[src/rtl/cios_reduce_row_pkg.sv]
// cios_reduce_row_pkg: shared FSM state encoding and default word types for the CIOS reduction row
package cios_pkg;
  localparam int CIOS_W = 32;
  localparam int CIOS_S = 4;
  typedef logic [CIOS_W-1:0] word_t;
  typedef logic [2*CIOS_W-1:0] dword_t;
  typedef enum logic [2:0] {IDLE, CALC_M, LOOP, TOP, DONE} state_t;
endpackage

[src/rtl/cios_reduce_row_mac.sv]
// cios_mac: combinational a*b + c + d, the single W x W multiplier of the reduction row
module cios_mac #(
  parameter int W = 32
) (
  input  logic [W-1:0]   a,
  input  logic [W-1:0]   b,
  input  logic [W-1:0]   c,
  input  logic [W-1:0]   d,
  output logic [2*W-1:0] r
);
  // the sum never overflows 2W bits: (2^W-1)^2 + 2(2^W-1) = 2^2W - 1
  always_comb r = {{W{1'b0}}, a} * {{W{1'b0}}, b} + {{W{1'b0}}, c} + {{W{1'b0}}, d};
endmodule

[src/rtl/cios_reduce_row.sv]
// cios_reduce_row: one CIOS Montgomery reduction row, T' = (T + m*p) / 2^W, one word per cycle
module cios_reduce_row
  import cios_pkg::*;
#(
  parameter int W = 32,
  parameter int S = 4
) (
  input  logic               clk,
  input  logic               rst,
  input  logic               start,
  input  logic               use_ext_m,
  input  logic [W-1:0]       m_in,
  input  logic [W-1:0]       n_prime,
  input  logic [S*W-1:0]     p,
  input  logic [(S+2)*W-1:0] t_in,
  output logic [(S+2)*W-1:0] t_out,
  output logic [W-1:0]       m_out,
  output logic               busy,
  output logic               done
);
  localparam int CW = $clog2(S+1);
  state_t state_q, state_d;
  logic [CW-1:0] cnt_q, cnt_d;
  logic [(S+2)*W-1:0] t_q, t_d, tout_q, tout_d;
  logic [S*W-1:0] p_q, p_d;
  logic [W-1:0] np_q, np_d, m_q, m_d, c_q, c_d, mout_q, mout_d;
  logic busy_q, busy_d, done_q, done_d;
  logic [W-1:0] mac_a, mac_b, mac_c, mac_d, s_top;
  logic [2*W-1:0] mac_r;
  logic c1;
  // CALC_M borrows the MAC for T[0]*n_prime; LOOP feeds it word j of the latched operands
  always_comb begin
    mac_a = (state_q == CALC_M) ? t_q[W-1:0] : m_q;
    mac_b = (state_q == CALC_M) ? np_q : p_q[int'(cnt_q)*W +: W];
    mac_c = (state_q == CALC_M) ? '0 : t_q[int'(cnt_q)*W +: W];
    mac_d = (state_q == CALC_M) ? '0 : c_q;
  end
  cios_mac #(.W(W)) u_mac (.a(mac_a), .b(mac_b), .c(mac_c), .d(mac_d), .r(mac_r));
  assign {c1, s_top} = {1'b0, t_q[S*W +: W]} + {1'b0, c_q};
  // next state; T' overwrites T in place since word j-1 is dead once step j runs
  always_comb begin
    state_d = state_q;
    cnt_d = cnt_q;
    t_d = t_q;
    p_d = p_q;
    np_d = np_q;
    m_d = m_q;
    c_d = c_q;
    tout_d = tout_q;
    mout_d = mout_q;
    busy_d = busy_q;
    done_d = 1'b0;
    case (state_q)
      IDLE: if (start) begin
        t_d = t_in;
        p_d = p;
        np_d = n_prime;
        m_d = m_in;
        c_d = '0;
        cnt_d = '0;
        busy_d = 1'b1;
        state_d = use_ext_m ? LOOP : CALC_M;
      end
      CALC_M: begin
        m_d = mac_r[W-1:0];
        state_d = LOOP;
      end
      LOOP: begin
        c_d = mac_r[2*W-1:W];
        if (cnt_q != '0) t_d[(int'(cnt_q)-1)*W +: W] = mac_r[W-1:0];
        cnt_d = (cnt_q == CW'(S-1)) ? '0 : cnt_q + 1'b1;
        state_d = (cnt_q == CW'(S-1)) ? TOP : LOOP;
      end
      TOP: begin
        t_d[(S-1)*W +: W] = s_top;
        t_d[S*W +: W] = t_q[(S+1)*W +: W] + {{(W-1){1'b0}}, c1};
        t_d[(S+1)*W +: W] = '0;
        tout_d = t_d;
        mout_d = m_q;
        busy_d = 1'b0;
        done_d = 1'b1;
        state_d = DONE;
      end
      default: state_d = IDLE;
    endcase
  end
  // all state and registered outputs, cleared synchronously on rst
  always_ff @(posedge clk) begin
    if (rst) begin
      state_q <= IDLE;
      cnt_q <= '0;
      t_q <= '0;
      p_q <= '0;
      np_q <= '0;
      m_q <= '0;
      c_q <= '0;
      tout_q <= '0;
      mout_q <= '0;
      busy_q <= 1'b0;
      done_q <= 1'b0;
    end else begin
      state_q <= state_d;
      cnt_q <= cnt_d;
      t_q <= t_d;
      p_q <= p_d;
      np_q <= np_d;
      m_q <= m_d;
      c_q <= c_d;
      tout_q <= tout_d;
      mout_q <= mout_d;
      busy_q <= busy_d;
      done_q <= done_d;
    end
  end
  assign t_out = tout_q;
  assign m_out = mout_q;
  assign busy = busy_q;
  assign done = done_q;
endmodule
[config.mk]
export PLATFORM = sky130hd
export DESIGN_NAME = cios_reduce_row
export DESIGN_NICKNAME = d
export VERILOG_FILES = /design/src/rtl/cios_reduce_row_pkg.sv /design/src/rtl/cios_reduce_row_mac.sv /design/src/rtl/cios_reduce_row.sv
export SDC_FILE = /design/constraint.sdc
export NUM_CORES = 2
export LEC_CHECK = 0
export ABC_CLOCK_PERIOD_IN_PS = 18900
export BUFFER_PORTS_ARGS = -buffer_cell sky130_fd_sc_hd__buf_2
export CAP_MARGIN = 20
export CORE_ASPECT_RATIO = 1.1
export CORE_MARGIN = 2
export CORE_UTILIZATION = 55
export DETAILED_ROUTE_END_ITERATION = 12
export PLACE_DENSITY_LB_ADDON = 0.2
export SLEW_MARGIN = 20
export SYNTH_ARGS = -nofsm -noshare
export SYNTH_HDL_FRONTEND = slang
export SYNTH_SLANG_ARGS = --single-unit
[constraint.sdc]
create_clock -name clk -period 18.9 [get_ports clk]
set_input_delay 1.89 -clock clk [delete_from_list [all_inputs] [get_ports clk]]
set_output_delay 1.89 -clock clk [all_outputs]
set_load 0.01 [all_outputs]
==> results_dict.tcl <==
set metrics [dict create \
    setup_violations 0 \
    clock-root-buffer "clkbuf_16" \
    regArea_um2 12300 \
    max_stage_delay_ns 0.86 \
    endpoint_kind "register" \
    p_sw_mw 2.74 \
    finalWeightedCongestion 1.10 \
    peakVddDrop_uv 105 \
    p_leak_nw 30.4 \
    wirelength_um 263000 \
    viasPerCell 6.26 \
    multi_input_area_um2 45200 \
    r2r_end "c_q[28]" \
    synthCells 7563 \
    die_y_um 359 \
    p_int_mw 3.09 \
    synth_area_leaders "fa_1 30%, dfxtp_1 20%, nand2_1 8.9%, ha_1 6.3%, inv_1 5.9%" \
    cts_max_path_buffers 3 \
    layout_setup_ws_ns 6.97 \
    fin_nets 9539 \
    r2r_start "state_q[0]" \
    h-tree-depth 3 \
    first_iter_violations 7740 \
    cts_tree "yes" \
    ys_seq_elements 616 \
    grt_pass1_wl_um 384000 \
    fin_area_um2 69700 \
    cp_max_fo 58 \
    cap_violations 0 \
    setup-tns-final_ns 0 \
    hold-path-endpoint "m_out[17]" \
    synth_area_um2 63100 \
    fin_skew_ns 0.0391 \
    dp_hpwl_um 206000 \
    drv_slew 0 \
    drc 0 \
    row_count 130 \
    nFillCells 10219 \
    cts_resized 0 \
    die_w_um 327 \
    grt_max_degree 175 \
    synth_common_cells "1,487 x nand2_1, 999 x inv_1, 960 x fa_1, 847 x nor2_1, 616 x dfxtp_1" \
    cp-startpoint "state_q[0]" \
    worst_skew_pair.late_latency_ns 0.70 \
    required_ns 19.42 \
    avgSynthCellArea_um2 8.34 \
    dr.pass1.iters 8 \
    period_share_pct 63.1 \
    power.density_nw_per_um2 83.6 \
    ios 614 \
    cp.arrival_ns 12.44 \
    hp-start "m_out[17]" \
    seq_area_frac_synth_pct 19.6 \
    final_util_pct 61.1 \
    reg2regPathDepth 30 \
    p_sw_share_pct 47.0 \
    placed_cell_area_um2 67200 \
    drt-wirelength-per-cell_um 27.9 \
    hold-path-cell-count 2 \
    yosys.area.top_type_share_pct 30.5 \
    path_class "register to register" \
    max_freq_mhz 83.9 \
    vias 59159 \
    cts_buffers 69 \
    synth_top_cell_by_area "fa_1" \
    hold_path_class "register to register" \
    coreArea_um2 114000 \
    grt_usage_pct 44.6 \
    ys_types 81 \
    seq_power_share_pct 26.2 \
    min_period_ns 11.93 \
    drtAntennaViolNets 0 \
    async_flop_share_pct 0 \
    dp_slack_ns 7.43 \
    synth_edf_count 0 \
    path_common_cell "fa_1" \
    combPwrFrac_pct 48.8 \
    grt_overflow 0 \
    status "completed" \
    clock_sinks 616 \
    pwr-share-clk_pct 25.0 \
    clk_pin_slew_ns 0.07 \
    slew-limit-headroom_pct 14.2 \
    hold_buffers 0 \
    start_util_pct 55.3 \
    ff2ff_setup_slack_ns 6.97 \
    ys.warnings.count 0 \
    drive_gt1_share_pct 12.4 \
    tightest_slew_ns 1.27 \
    grt_setup_unrepaired "no" \
    start_kind "register" \
    synth.most_common_cell "nand2_1" \
    die_area_um2 117000 \
    synth_ff_type "dfxtp_1" \
    port_buffers 581 \
    postCtsSetupBuffers 0 \
    antenna_found_initial 25 \
    syn_to_final_growth_pct 10.5 \
    hold_violations 0 \
    worst_path_max_delay_cell "a22o_1" \
    grt_pass1_vias 58595 \
]
registers in the layout, summed over array words and instances (netlist names):
register and cells:
busy 1, t_q 192, t_out 160, c_q 32, m_q 32, np_q 32
p_q 128, cnt_q 3, state_q 3, done 1, m_out 32
metrics by stage:
step,power (mW),hold slack [ns],std cells
after floorplan,3.04,0.433,7594
after global placement,4.18,0.439,9314
after detailed placement,4.22,0.443,9317
after CTS,5.67,0.452,9436
after global routing,5.99,0.467,9449
final,5.82,0.451,9453
cells by family after synthesis:
logic type	count (synthesis)	synth area share (%)
other	1	0.00595
buffers and inverters	1518	9.28
XOR/XNOR	114	1.60
multiplexers	130	3.33
adder cells (fa/ha/maj)	1280	36.8
flip-flops	616	19.6
AO/OA/AOI/OAI	1192	12.1
AND/OR/NAND/NOR	2712	17.3
cells in the final DEF (no fill, tap or decap), drive strengths merged, types with 137 or more instances in the layout:
cell type and instances:
a21oi 562, ha 320, nor2 847, buf 725, o21ai 137, dfxtp 616
nand2 1487, nor3 152, fa 960, inv 1003
power groups by stage:
stage	logic [mW]	registers (mW)	clock network, mW
floorplan	1.57	1.47	0
global placement	2.64	1.54	0
detailed placement	2.67	1.54	0
CTS	2.71	1.51	1.45
global route	2.97	1.52	1.50
finish	2.84	1.53	1.45
critical path: cells and delay by family, from the launching register on:
| kind | cells | cell delay (ns) |
|---|---|---|
| AND/OR/NAND/NOR | 7 | 2.40 |
| XOR/XNOR | 1 | 0.16 |
| adder cells (fa/ha/maj) | 9 | 4.65 |
| buffers and inverters | 8 | 1.69 |
| flip-flops | 1 | 0.55 |
| AO/OA/AOI/OAI | 5 | 2.21 |
layout make-up:
class / instances / area share, %
inverter: 999 / 5.38
clock buffer: 87 / 2.73
tap: 1518 / 2.73
multi-input combinational: 5460 / 64.9
clock inverter: 32 / 0.677
sequential: 616 / 17.7
antenna: 16 / 0.0575
timing repair buffer: 725 / 5.80
per-layer routing:
| layer | share of wire (%) | routed length (µm) | global-route usage (%) |
|---|---|---|---|
| met1 | 35 | 92400 | 55.9 |
| met2 | 42 | 112000 | 65.1 |
| met3 | 14 | 36200 | 14.2 |
| met4 | 8.8 | 23100 | 31.4 |
| met5 | 0.028 | 73 | 0 |
worst max-delay path by stage:
stage               slack [ns]  depth (start not counted)       end
CTS                       7.37                         30   c_q[28]
floorplan                10.03                         27  t_q[158]
global placement          7.59                         30   c_q[28]
global route              6.77                         30   c_q[28]
finish                    6.97                         30   c_q[28]
detailed placement        7.43                         30   c_q[28]
Power figures use the tool's default switching activity.
